### config.mk
export PLATFORM = sky130hd
export DESIGN_NAME = orange_centroid_tracker
export DESIGN_NICKNAME = d
export VERILOG_FILES = /design/src/rtl/orange_centroid_tracker.sv
export SDC_FILE = /design/constraint.sdc
export NUM_CORES = 1
export LEC_CHECK = 0
export CAP_MARGIN = 30
export CORE_MARGIN = 1
export CORE_UTILIZATION = 30
export DETAILED_ROUTE_END_ITERATION = 10
export GPL_TIMING_DRIVEN = 0
export PLACE_DENSITY_LB_ADDON = 0.2
export SYNTH_ARGS = -nofsm -noshare
export SYNTH_HDL_FRONTEND = slang
export SYNTH_SLANG_ARGS = --single-unit
### constraint.sdc
create_clock -name clk -period 4.3 [get_ports clk]
set_clock_uncertainty 0.2 [all_clocks]
set_input_delay 0.645 -clock clk [delete_from_list [all_inputs] [get_ports clk]]
set_output_delay 0.645 -clock clk [all_outputs]
set_load 0.01 [all_outputs]
### src/rtl/orange_centroid_tracker.sv
// rtl/orange_centroid_tracker.sv - per-frame orange pixel centroid with left/centre/right steering
module orange_centroid_tracker #(
  parameter int H_ACTIVE   = 640,
  parameter int V_ACTIVE   = 480,
  parameter int MIN_PIXELS = 64,
  parameter int DEADBAND   = 40
) (
  input  logic        clk,
  input  logic        rst_n,
  input  logic        pix_valid,
  input  logic        vsync,
  input  logic        is_orange,
  output logic [9:0]  centroid_x,
  output logic [9:0]  centroid_y,
  output logic [18:0] pixel_count,
  output logic        detected,
  output logic [1:0]  direction,
  output logic        result_valid,
  output logic        busy,
  output logic        overrun
);

  localparam logic [9:0]  X_LAST    = 10'(H_ACTIVE - 1);
  localparam logic [9:0]  Y_END     = 10'(V_ACTIVE);
  localparam logic [9:0]  LEFT_LIM  = 10'(H_ACTIVE / 2 - DEADBAND);
  localparam logic [9:0]  RIGHT_LIM = 10'(H_ACTIVE / 2 + DEADBAND);
  localparam logic [18:0] MIN_CNT   = 19'(MIN_PIXELS);

  typedef enum logic [1:0] {IDLE, DIV_X, DIV_Y} state_t;
  state_t state, state_next;

  logic        vsync_q;
  logic [9:0]  x, y;
  logic [18:0] acc_count;
  logic [28:0] acc_sx, acc_sy;
  logic [18:0] snap_count;
  logic [28:0] snap_sy;
  logic [28:0] rem;
  logic [9:0]  quo, quo_x;
  logic [3:0]  div_i;

  logic        fe, hit, take_snap, start_div, skip, q_bit;
  logic [18:0] count_in;
  logic [28:0] sx_in, sy_in, divisor, diff;
  logic [9:0]  quo_next;

  function automatic logic [1:0] steer(input logic [9:0] cx);
    if (cx < LEFT_LIM)       return 2'b01;
    else if (cx > RIGHT_LIM) return 2'b10;
    else                     return 2'b11;
  endfunction

  // Accumulator values including the current pixel; these feed both the
  // running sums and the frame-end snapshot.
  always_comb begin
    fe        = vsync_q && !vsync;
    hit       = pix_valid && is_orange && (y < Y_END);
    count_in  = acc_count + 19'(hit);
    sx_in     = acc_sx + (hit ? 29'(x) : 29'd0);
    sy_in     = acc_sy + (hit ? 29'(y) : 29'd0);
    take_snap = fe && (state == IDLE);
    start_div = take_snap && (count_in >= MIN_CNT) && (count_in != '0);
    skip      = take_snap && !start_div;
    divisor   = 29'(snap_count) << div_i;
    diff      = rem - divisor;
    q_bit     = (rem >= divisor);
    quo_next  = {quo[8:0], q_bit};
  end

  always_comb begin
    state_next = state;
    busy       = (state != IDLE);
    unique case (state)
      IDLE:    if (start_div) state_next = DIV_X;
      DIV_X:   if (div_i == 4'd0) state_next = DIV_Y;
      DIV_Y:   if (div_i == 4'd0) state_next = IDLE;
      default: state_next = IDLE;
    endcase
  end

  always_ff @(posedge clk) begin
    if (!rst_n) begin
      vsync_q   <= 1'b1;
      x         <= '0;
      y         <= '0;
      acc_count <= '0;
      acc_sx    <= '0;
      acc_sy    <= '0;
    end else begin
      vsync_q <= vsync;
      if (fe) begin
        x         <= '0;
        y         <= '0;
        acc_count <= '0;
        acc_sx    <= '0;
        acc_sy    <= '0;
      end else begin
        if (pix_valid) begin
          if (x == X_LAST) begin
            x <= '0;
            if (y < Y_END) y <= y + 10'd1;
          end else begin
            x <= x + 10'd1;
          end
        end
        acc_count <= count_in;
        acc_sx    <= sx_in;
        acc_sy    <= sy_in;
      end
    end
  end

  // Snapshot and divider; rem holds the x sum first, then the y sum.
  always_ff @(posedge clk) begin
    if (!rst_n) begin
      state        <= IDLE;
      snap_count   <= '0;
      snap_sy      <= '0;
      rem          <= '0;
      quo          <= '0;
      quo_x        <= '0;
      div_i        <= '0;
      centroid_x   <= '0;
      centroid_y   <= '0;
      pixel_count  <= '0;
      detected     <= 1'b0;
      direction    <= 2'b00;
      result_valid <= 1'b0;
      overrun      <= 1'b0;
    end else begin
      state        <= state_next;
      result_valid <= 1'b0;
      overrun      <= fe && (state != IDLE);
      case (state)
        IDLE: begin
          if (take_snap) begin
            snap_count <= count_in;
            snap_sy    <= sy_in;
            rem        <= sx_in;
            div_i      <= 4'd9;
          end
          if (skip) begin
            result_valid <= 1'b1;
            detected     <= 1'b0;
            direction    <= 2'b00;
            pixel_count  <= count_in;
          end
        end
        DIV_X: begin
          quo <= quo_next;
          if (div_i == 4'd0) begin
            quo_x <= quo_next;
            rem   <= snap_sy;
            div_i <= 4'd9;
          end else begin
            rem   <= q_bit ? diff : rem;
            div_i <= div_i - 4'd1;
          end
        end
        DIV_Y: begin
          quo <= quo_next;
          if (div_i == 4'd0) begin
            centroid_x   <= quo_x;
            centroid_y   <= quo_next;
            pixel_count  <= snap_count;
            detected     <= 1'b1;
            direction    <= steer(quo_x);
            result_valid <= 1'b1;
          end else begin
            rem   <= q_bit ? diff : rem;
            div_i <= div_i - 4'd1;
          end
        end
        default: ;
      endcase
    end
  end

endmodule

After elaboration in Yosys (flattened, before gate mapping)
Cells that the tools add are included.

Reduce and logical (&&, ||, !) cells: 25. Bitwise operators: 1. $add $sub $neg: 7. Order comparisons: 5. Shifts and indexed selects: 1. Muxes and demuxes: 30. Equality and inequality tests: 9.

Operator list (number): $mux W29 (4); $pmux W29 S3 (1); $add A29 B10 Y29 (2); $mux W19 (2); $pmux W19 S2 (1); $mux W10 (3); $ge A29 B29 Y1 (1); $shl A19 B4 Y29 (1); $sub A29 B29 Y29 (1); $add A10 B1 Y10 const B (2); $lt A10 B9 Y1 const B (2); $add A19 B1 Y19 (1); $ge A19 B7 Y1 const B (1); $reduce_bool A19 Y1 (1); $mux W2 (6); $mux W4 (3); $ne A2 B2 Y1 const B (6); $pmux W4 S3 (1); $reduce_and A3 Y1 (4); $eq A10 B10 Y1 const B (1); $gt A10 B9 Y1 const B (1); $logic_and A1 B1 Y1 (8); $pmux W2 S3 (1); $reduce_and A2 Y1 (3); other kinds (13) (21).

Output and inout port bits: 45. Register bits: 244.

Depth between registers and ports, before layout
Gate-level depths: netlist of the first run.

Depth in word-level cells: 10. Mapped depth: 20. Mapped depth without buffers: 17.

Least setup slack after synthesis of the first run
OpenSTA, ideal clock, no wires.

Path kind: flip-flop to flip-flop. Start point: reg div_i[0]. End point: reg rem[12]. Cell stages (with the launch flop): 19. Data arrival time: 4.163 ns. Path slack: -0.200 ns. Path buffers: 4. Library setup time: 0.137 ns. Clock period less this slack: 4.500 ns. Cells stage by stage: dfxtp_1 > clkbuf_1 > clkbuf_1 > mux4_2 > mux2i_1 > nor2_1 > a21oi_1 > ha_1 > buf_2 > a21o_1 > a31oi_1 > o221ai_1 > a211oi_2 > o21ai_2 > a21bo_2 > buf_6 > mux2_1 > a221oi_1 > a211oi_1.

Longest elaborated chain between the ends: 5. Elaborated cells on any way between the ends: 10.

Ends and longest elaborated chain: start, declared (line 40) `logic [3:0] div_i;`; start signal, assigned (line 157) `div_i <= div_i - 4'd1;`; start signal, assigned (line 171) `div_i <= div_i - 4'd1;`; $shl A19 B4 Y29 (line 64) `divisor = 29'(snap_count) << div_i;`; $sub A29 B29 Y29 or $ge A29 B29 Y1 (tied branches) (line 65, 66); $mux W29 (line 156, 170); $mux W29, on equally long branches (line 162, 151); $pmux W29 S3 (line 134) `case (state)`; end signal, assigned (line 139) `rem <= sx_in;`; end signal, assigned (line 156) `rem <= q_bit ? diff : rem;`; end signal, assigned (line 170) `rem <= q_bit ? diff : rem;`; end, declared (line 38) `logic [28:0] rem;`.

Parallel ways exist; a longest one is shown, timed or not. The select of a mux whose other input is x is not followed. A chain may end at the register's enable or synchronous reset.

Final worst setup path of the first run
Start point: reg div_i[0]. End point: reg rem[6].

The elaborated chain is that of the path after synthesis.

==> results of run 1 <==
final cells by class:
type	instances	area, sq um	share of cell area [%]
Multi-Input combinational cell	1301	8750	52.4
Sequential cell	244	4890	29.3
Clock buffer	38	778	4.66
Tap cell	592	741	4.44
Timing Repair Buffer	68	654	3.92
Buffer	94	470	2.82
Clock inverter	14	289	1.73
Inverter	32	121	0.727
power groups by stage:
stage	logic [uW]	clock network, uW	registers (uW)
detailed placement	741	0	2390
global placement	742	0	2390
finish	878	2770	2340
CTS	791	2830	2340
floorplan	531	0	2370
global route	946	2910	2350
per-layer routing:
| metal | vias up | GRT usage, % |
|---|---|---|
| met2 | 338 | 31.6 |
| li1 | 6194 | - |
| met1 | 6102 | 27.3 |
| met5 | - | 0 |
| met4 | 0 | 5.77 |
| met3 | 79 | 2.79 |
through the flow:
| step | setup WS [ns] | power (uW) | area (sq um) | utilization [%] |
|---|---|---|---|---|
| floorplan | 0.00295 | 2900 | 13600 | - |
| global placement | -1.43 | 3130 | 14900 | 33.4 |
| detailed placement | -1.48 | 3130 | 14900 | 33.4 |
| CTS | 0.00848 | 5960 | 16200 | 36.4 |
| global route | -0.137 | 6210 | 16700 | 37.5 |
| finish | -0.0581 | 5990 | 16700 | 37.5 |
state kept, by name, summed over array words and instances (netlist names), 9 cells and up:
name,flops
centroid_y,10
acc_sx,29
quo,9
snap_sy,29
centroid_x,10
acc_sy,29
x,10
snap_count,19
rem,29
y,10
acc_count,19
quo_x,10
pixel_count,19
logic make-up after synthesis:
logic type / share of synthesized area [%]
mux: 5.29
compound gates: 20.6
fa+ha+maj: 5.76
simple gates: 22.1
buf+inv: 3.88
flops: 35.8
xor+xnor: 6.55
other cells: 0.0275
worst paths after layout:
path | startpoint | end | slack (ns)
hold reg to reg | centroid_x[5]$_SDFFE_PN0P_ | centroid_x[5]$_SDFFE_PN0P_ | 0.25
setup reg to reg | div_i[0]$_SDFFE_PN0P_ | rem[6]$_SDFFE_PN0P_ | -0.06
hold / removal | pix_valid | x[0]$_SDFFE_PP0P_ | 0.24
setup / recovery | div_i[0]$_SDFFE_PN0P_ | rem[6]$_SDFFE_PN0P_ | -0.06
what timing repair did:
item                                    4_1_cts  5_1_grt
buffers inserted                              3       15
gates cloned                                  1        2
pin swaps                                     8       21
gates resized for setup                      71       78
hold buffers                                  0        0
endpoints found under the setup margin       54       47
worst min-delay path: stages:
cell and delay (ns):
buf_2 0.18, xnor2_1 0.09, nor2_1 0.07
layout by cell type, fill, tap and decap left out, types with 22 or more instances in the layout:
| cell | Yosys | routed |
|---|---|---|
| a211oi_1 | 49 | 48 |
| a21o_1 | 23 | 23 |
| a21oi_1 | 129 | 118 |
| and2_1 | 41 | 41 |
| and3_1 | 26 | 25 |
| clkbuf_1 | 72 | 64 |
| clkbuf_16 | 0 | 30 |
| clkdlybuf4s50_1 | 0 | 47 |
| dfxtp_1 | 244 | 242 |
| ha_1 | 58 | 48 |
| inv_1 | 30 | 30 |
| mux2i_1 | 35 | 26 |
| nand2_1 | 189 | 187 |
| nand3_1 | 65 | 62 |
| nand4_1 | 22 | 22 |
| nor2_1 | 206 | 202 |
| o21ai_0 | 77 | 70 |
| xnor2_1 | 53 | 50 |
| xor2_1 | 49 | 48 |
==> results.txt, run 1 <==
----------------------------------------------------
[Clocking]
  TritonCTS sink count ... 244
  CTS HTree Levels ... 1
  Clock Tree Buf Depth ... 3
  CTS tree ... done
  CTS clk-pin slew, worst paths ... 0.06 ns
  Clock tree root buffer cell ... clkbuf_16
  Number of buffers added by the clock tree synthesis step ... 28
  Source-to-sink clock delay at the later pin of the worst-skew pair ... 0.58 ns

[Hold path]
  Hold WC Path Type ... primary input to flip-flop
  Number of cells traversed by the worst hold path ... 3

[Route]
  Final Routed Wirelength ... 46900 um
  DR vias ... approximately 13000
  DRC ... 0
  Iter 0 DRT Violations ... 947
  DR WL/cell ... 19.7 um
  Vias per std cell ... 5.33
  Met3 wire length ... 2460 um
  WL met1 ... 22100 um
  Number of iterations in the first detailed-routing pass ... 5
  Top sig layer ... met4
  Antenna viol nets, final ... 0
  Met2 wire length ... 21100 um

[Worst setup path]
  Worst reg2reg path depth ... 17
  Critical path launch point type ... flip-flop
  Cell with the most instances on the worst path ... clkbuf_16
  CP Cell Sequence ... buf_8, clkbuf_16, mux4_2, mux2i_4, nor2_1, a21oi_2, ha_4, a21o_1, a31oi_1, o221ai_2, a211oi_2, o21ai_2, a21bo_4, clkbuf_16, mux2_4, a221oi_2, a211oi_1
  Required arrival time at the worst endpoint ... 4.53 ns
  Top cell family by delay on the critical path ... compound AO/OA/AOI/OAI gates
  Number of stages on the worst setup path ... 17
  Max FO, Critical Path ... 6
  CP max stage cell ... mux4_2
  Crit-path max cell delay ... 0.55 ns
  Critical Path End Type ... flip-flop
  CP arrival ... 4.58 ns
  Critical setup path kind ... flip-flop to flip-flop
  Sum of buffers and inverters on the critical path ... 3

[Floorplan]
  Overall die area ... roughly 0.046 sq mm
  Number of core rows ... 77
  Effective utilization at floorplan ... 30.7%
  Die Width ... 215 um
  Core Box Area ... between 0.04 and 0.05 sq mm
  I/O pins ... 50
  Die Height ... 215 um

[Timing]
  Period utilisation layout ... 101%
  Worst slew margin relative to its limit ... 35.7%
  Final worst setup slack ... -0.0581 ns
  Actual slew at the worst max-slew pin ... 0.964 ns
  Final hold viol count ... 0
  Post-layout min period ... 4.36 ns
  Endpoints failing setup ... 11
  Final worst hold slack ... 0.243 ns
  Unrepaired setup endpoints after global routing ... true
  Final count of pins violating max slew ... 0
  Setup_tns ... -0.394 ns
  Maximum operating frequency ... 0.229 GHz

[Power]
  Clock share of power ... between 40% and 50%
  Proportion of power drawn by combinational gates ... 14.7%
  Leakage component of the power ... 0.00608 uW
  Switching portion of total power ... 26.7%
  Sw Pwr ... between 1500 and 2000 uW
  Sequential group share of total power ... 39.2%
  Worst VDD drop ... 270 uV
  Internal Pwr Total ... about 4400 uW
  Power per unit of standard cell area ... around 360 mW/mm^2

[Logic synthesis]
  Leading area contributor after synthesis ... dfxtp_1
  Number of distinct library cells after synthesis ... 84
  Async set-or-reset flop fraction in the synthesized netlist ... 0%
  Top post-synthesis cells by count ... dfxtp_1, nor2_1, nand2_1, a21oi_1, o21ai_0
  Mean area per synthesized cell ... 8.15 sq um
  Post-Syn Instances ... 1675
  Yosys reg bits ... 244
  Leading register cell type out of synthesis ... dfxtp_1
  Nets in the synthesized netlist ... 1741
  Most repeated cell in the gate-level netlist after synthesis ... dfxtp_1
  Number of warning messages in the yosys log ... 0
  Post-synth EDFFs ... 0
  Sequential share of the synthesized area ... 35.8%
  Synth area leaders ... dfxtp_1, nor2_1, ha_1, nand2_1, a21oi_1
  Proportion of netlist area held by the largest area contributor ... 35.8%
  Post-Synthesis Cell Area ... 0.0136 sq mm

[Placed design]
  Post-placement cell count ... 2315
  Routability Congestion ... roughly 0.94
  Number of buffers added on ports ... 47
  HPWL after detailed placement ... 35600 um

[Cells and area]
  Diode count ... 0
  Fraction of layout instances using a drive strength above 1 ... between 10% and 20%
  Fill cells ... 4653
  Post-route insts no fill ... 2383
  Syn-to-layout area delta ... 22.3%
  Final nets ... 1835

[GRT]
  Gr usage total ... between 10% and 20%
  First-pass GRT wire length ... 71200 um
  Vias in the first global route ... 12100
  Maximum number of pins on one net before global-route repair ... 15
  Initial antenna violation count ... 1
  Final global-route overflow total ... 0

[Outcome]
  Status ... complete, but fails checks
  Failing checks ... setup timing

[Job]
  Max cap viols ... 0

----------------------------------------------------
Note: power is estimated with default switching activity, not from simulation.
==> inputs of run 2 (changes only) <==
--- a/config.mk
+++ b/config.mk
@@ -6,6 +6,8 @@
 export NUM_CORES = 1
 export LEC_CHECK = 0
 export CAP_MARGIN = 30
+export CELL_PAD_IN_SITES_DETAIL_PLACEMENT = 1
+export CELL_PAD_IN_SITES_GLOBAL_PLACEMENT = 2
 export CORE_MARGIN = 1
 export CORE_UTILIZATION = 30
 export DETAILED_ROUTE_END_ITERATION = 10
==> run 2 against run 1 <==
Against the previous run: the run still ends with setup timing left; worst setup slack better by 0.026 ns; sequential power about the same; critical path depth stayed put; register-to-register slack better by 0.03 ns; first-iteration DRC count down 26%; global-route usage rose by 2.3 points; worst hold slack got worse by 0.020 ns; highest routed layer unchanged.
==> results.txt, run 2 (same netlist as run 1, synthesis figures left out) <==
----------------------------------------------------
[Clocking]
  CTS tree ... done
  Clock Tree Buf Depth ... 3 (unchanged)
  CTS HTree Levels ... 1 (unchanged)
  Source-to-sink clock delay at the later pin of the worst-skew pair ... 0.61 ns (+0.03 ns)
  Clock tree root buffer cell ... clkbuf_16
  TritonCTS sink count ... 244 (unchanged)
  Total of hold buffers inserted after clock tree synthesis ... 0 (unchanged)
  Number of buffers added by the clock tree synthesis step ... 30 (+7.1%)
  CTS clk-pin slew, worst paths ... 0.06 ns (about the same)

[Timing]
  Unrepaired setup endpoints after global routing ... true
  Final worst hold slack ... 0.223 ns (-0.0202 ns)
  Endpoints failing setup ... 6 (-5)
  Period utilisation layout ... 101% (-0.59 points)
  Final hold viol count ... 0 (unchanged)
  Final count of pins violating max slew ... 0 (unchanged)
  Final worst setup slack ... -0.0326 ns (+0.0255 ns)
  Maximum operating frequency ... 0.231 GHz (+0.59%)
  Worst slew margin relative to its limit ... 30.3% (-5.4 points)
  Actual slew at the worst max-slew pin ... 1.05 ns (+0.0810 ns)
  Post-layout min period ... 4.33 ns (-0.0255 ns)

[Worst setup path]
  Critical path launch point type ... flip-flop
  Max FO, Critical Path ... 9 (+3)
  CP arrival ... 4.54 ns (-0.04 ns)
  Worst reg2reg path depth ... 17 (unchanged)
  Launch instance of the worst register-to-register path ... div_i[0]$_SDFFE_PN0P_
  Destination of the worst register-to-register timing path ... rem[9]$_SDFFE_PN0P_
  Critical setup path kind ... flip-flop to flip-flop
  Required arrival time at the worst endpoint ... 4.50 ns (-0.03 ns)
  Setup slack of the most critical reg-to-reg path ... -0.03 ns (+0.03 ns)
  Critical Path End Type ... flip-flop

[Route]
  Iter 0 DRT Violations ... 698 (-26%)
  Antenna viol nets, final ... 0 (unchanged)
  Final Routed Wirelength ... 51800 um (+10%)
  DRC ... 0 (unchanged)
  DR WL/cell ... 21.7 um (+10%)
  DR vias ... 12800 (+0.47%)
  Vias per std cell ... 5.34 (+0.18%)
  Number of iterations in the first detailed-routing pass ... 5 (unchanged)

[Hold path]
  Worst Hold Path EP ... x[1]$_SDFFE_PP0P_
  Hold WC Path Type ... primary input to flip-flop
  Worst Hold Launch ... pix_valid
  Number of cells traversed by the worst hold path ... 3 (unchanged)

[Power]
  Sequential group share of total power ... 39.5% (+0.3 points)
  Leakage component of the power ... 0.00612 uW (+0.65%)
  Power Total ... 5940 uW (-0.82%)
  Power per unit of standard cell area ... 354 mW/mm^2 (-1.4%)
  Internal Pwr Total ... 4270 uW (-2.8%)
  Sw Pwr ... 1670 uW (+4.7%)
  Proportion of power drawn by combinational gates ... 15.5% (+0.8 points)
  Worst VDD drop ... 286 uV (+6.0%)
  Clock share of power ... 45.0% (-1.2 points)
  Switching portion of total power ... 28.2% (+1.5 points)

[Placed design]
  HPWL after detailed placement ... 39900 um (+12%)
  Setup slack at placement ... -1.57 ns (-0.0864 ns)
  Post-placement cell count ... 2315 (unchanged)
  Number of buffers added on ports ... 47 (unchanged)
  Routability Congestion ... 0.941 (-0.23%)

[Cells and area]
  Syn-to-layout area delta ... 23.1%
  Leading cell type in the layout, fill and taps excluded ... dfxtp_1
  Sequential standard cell area ... 0.00489 sq mm (unchanged)
  Commonest cells after routing, fill and taps aside ... dfxtp_1, nor2_1, nand2_1, a21oi_1, o21ai_0
  Area used by multi-input combinational logic ... 0.00884 sq mm (+0.97%)
  Fill cells ... 5276 (+13%)
  Final nets ... 1843 (+0.44%)
  Fraction of layout instances using a drive strength above 1 ... 13.5% (+1.2 points)
  Post-route insts no fill ... 2390 (+0.29%)
  Diode count ... 0 (unchanged)

[Outcome]
  Failing checks ... setup timing
  Status ... complete, but fails checks

[GRT]
  Initial antenna violation count ... 0 (-1)
  Vias in the first global route ... 12900 (+6.8%)
  Final global-route overflow total ... 0 (unchanged)
  Maximum number of pins on one net before global-route repair ... 18 (+3)
  Gr usage total ... 22.0% (+2.3 points)
  First-pass GRT wire length ... 79200 um (+11%)

[Floorplan]
  Number of core rows ... 77 (unchanged)
  I/O pins ... 50 (unchanged)
  Die Height ... 215 um (unchanged)
  Die Width ... 215 um (unchanged)
  Overall die area ... 0.0463 sq mm (unchanged)
  Effective utilization at floorplan ... 30.7% (unchanged)
  Core Box Area ... 0.0445 sq mm (unchanged)

[Job]
  Max cap viols ... 0 (unchanged)

----------------------------------------------------
[run 2: cell types whose count changed in the layout (fill, tap and decap cells not counted), sizes merged]
cell | before | now
buf | 43 | 49
bufinv | 8 | 3
clkinv | 4 | 9
clkinvlp | 3 | 0
clkbuf | 110 | 114
[run 2: worst max path at each step]
stage,from,end,depth (start not counted)
final,div_i[0]$_SDFFE_PN0P_,rem[9]$_SDFFE_PN0P_,17
after global routing,div_i[0]$_SDFFE_PN0P_,rem[9]$_SDFFE_PN0P_,17
after CTS,div_i[0]$_SDFFE_PN0P_,rem[8]$_SDFFE_PN0P_,17
after detailed placement,div_i[0]$_SDFFE_PN0P_,rem[10]$_SDFFE_PN0P_,16
after global placement,div_i[0]$_SDFFE_PN0P_,rem[10]$_SDFFE_PN0P_,16
after floorplan,div_i[0]$_SDFFE_PN0P_,rem[12]$_SDFFE_PN0P_,18
[run 2: power groups by stage]
stage	Sequential (uW)	Clock, uW	Combinational (uW)
2_1_floorplan	2370	0	531
3_3_place_gp	2390	0	769
3_5_place_dp	2390	0	771
4_1_cts	2340	2730	858
5_1_grt	2350	2830	996
6_report	2340	2670	922
[run 2: layout make-up]
| type | instances | area share [%] |
|---|---|---|
| multi-input combinational | 1301 | 52.6 |
| sequential | 244 | 29.1 |
| clock inverter | 11 | 0.969 |
| tap | 592 | 4.41 |
| timing repair buffer | 74 | 4.09 |
| clock buffer | 42 | 5.27 |
| inverter | 32 | 0.723 |
| buffer | 94 | 2.79 |
[run 2: worst max-delay path, stage by stage (launching register included)]
cell and delay [ns]:
dfxtp_2 0.34, buf_8 0.12, clkbuf_16 0.14, mux4_2 0.57, mux2i_4 0.19, nor2_2 0.05, a21oi_2 0.24, ha_4 0.26
a21o_1 0.20, a31oi_2 0.15, o221ai_2 0.13, a211oi_2 0.33, o21ai_2 0.16, a21bo_4 0.26, buf_12 0.15, mux2_4 0.30
a221oi_2 0.24, a211oi_1 0.07
[run 2: metrics by stage]
step / setup TNS, ns / area [sq um] / util (%)
finish: -0.0715 / 16800 / 37.7
CTS: -0.0791 / 16400 / 36.8
floorplan: 0 / 13600 / -
detailed placement: -55.37 / 14900 / 33.4
global route: -2.63 / 16800 / 37.7
global placement: -54.57 / 14900 / 33.4
[run 2: repair_timing]
action | 4_1_cts | 5_1_grt
hold endpoints to repair | 0 | 0
endpoints found under the setup margin | 54 | 51
pin swaps | 16 | 26
gates cloned | 1 | 0
resized for setup | 93 | 73
buffers inserted | 14 | 11
[run 2: routing by layer]
metal	share of wire, %	wire length [um]	global-route usage [%]
met5	0	0	0
met2	45	23200	35.1
met1	49	25300	31.4
met3	3.8	1980	2.70
met4	2.5	1290	5.37
==> inputs of run 3 (changes only) <==
--- a/config.mk
+++ b/config.mk
@@ -11,6 +11,7 @@
 export CORE_MARGIN = 1
 export CORE_UTILIZATION = 30
 export DETAILED_ROUTE_END_ITERATION = 10
+export GPL_ROUTABILITY_DRIVEN = 0
 export GPL_TIMING_DRIVEN = 0
 export PLACE_DENSITY_LB_ADDON = 0.2
 export SYNTH_ARGS = -nofsm -noshare
==> results of run 3 <==
The final DEF is identical to that of run 2; final timing and power are the same.
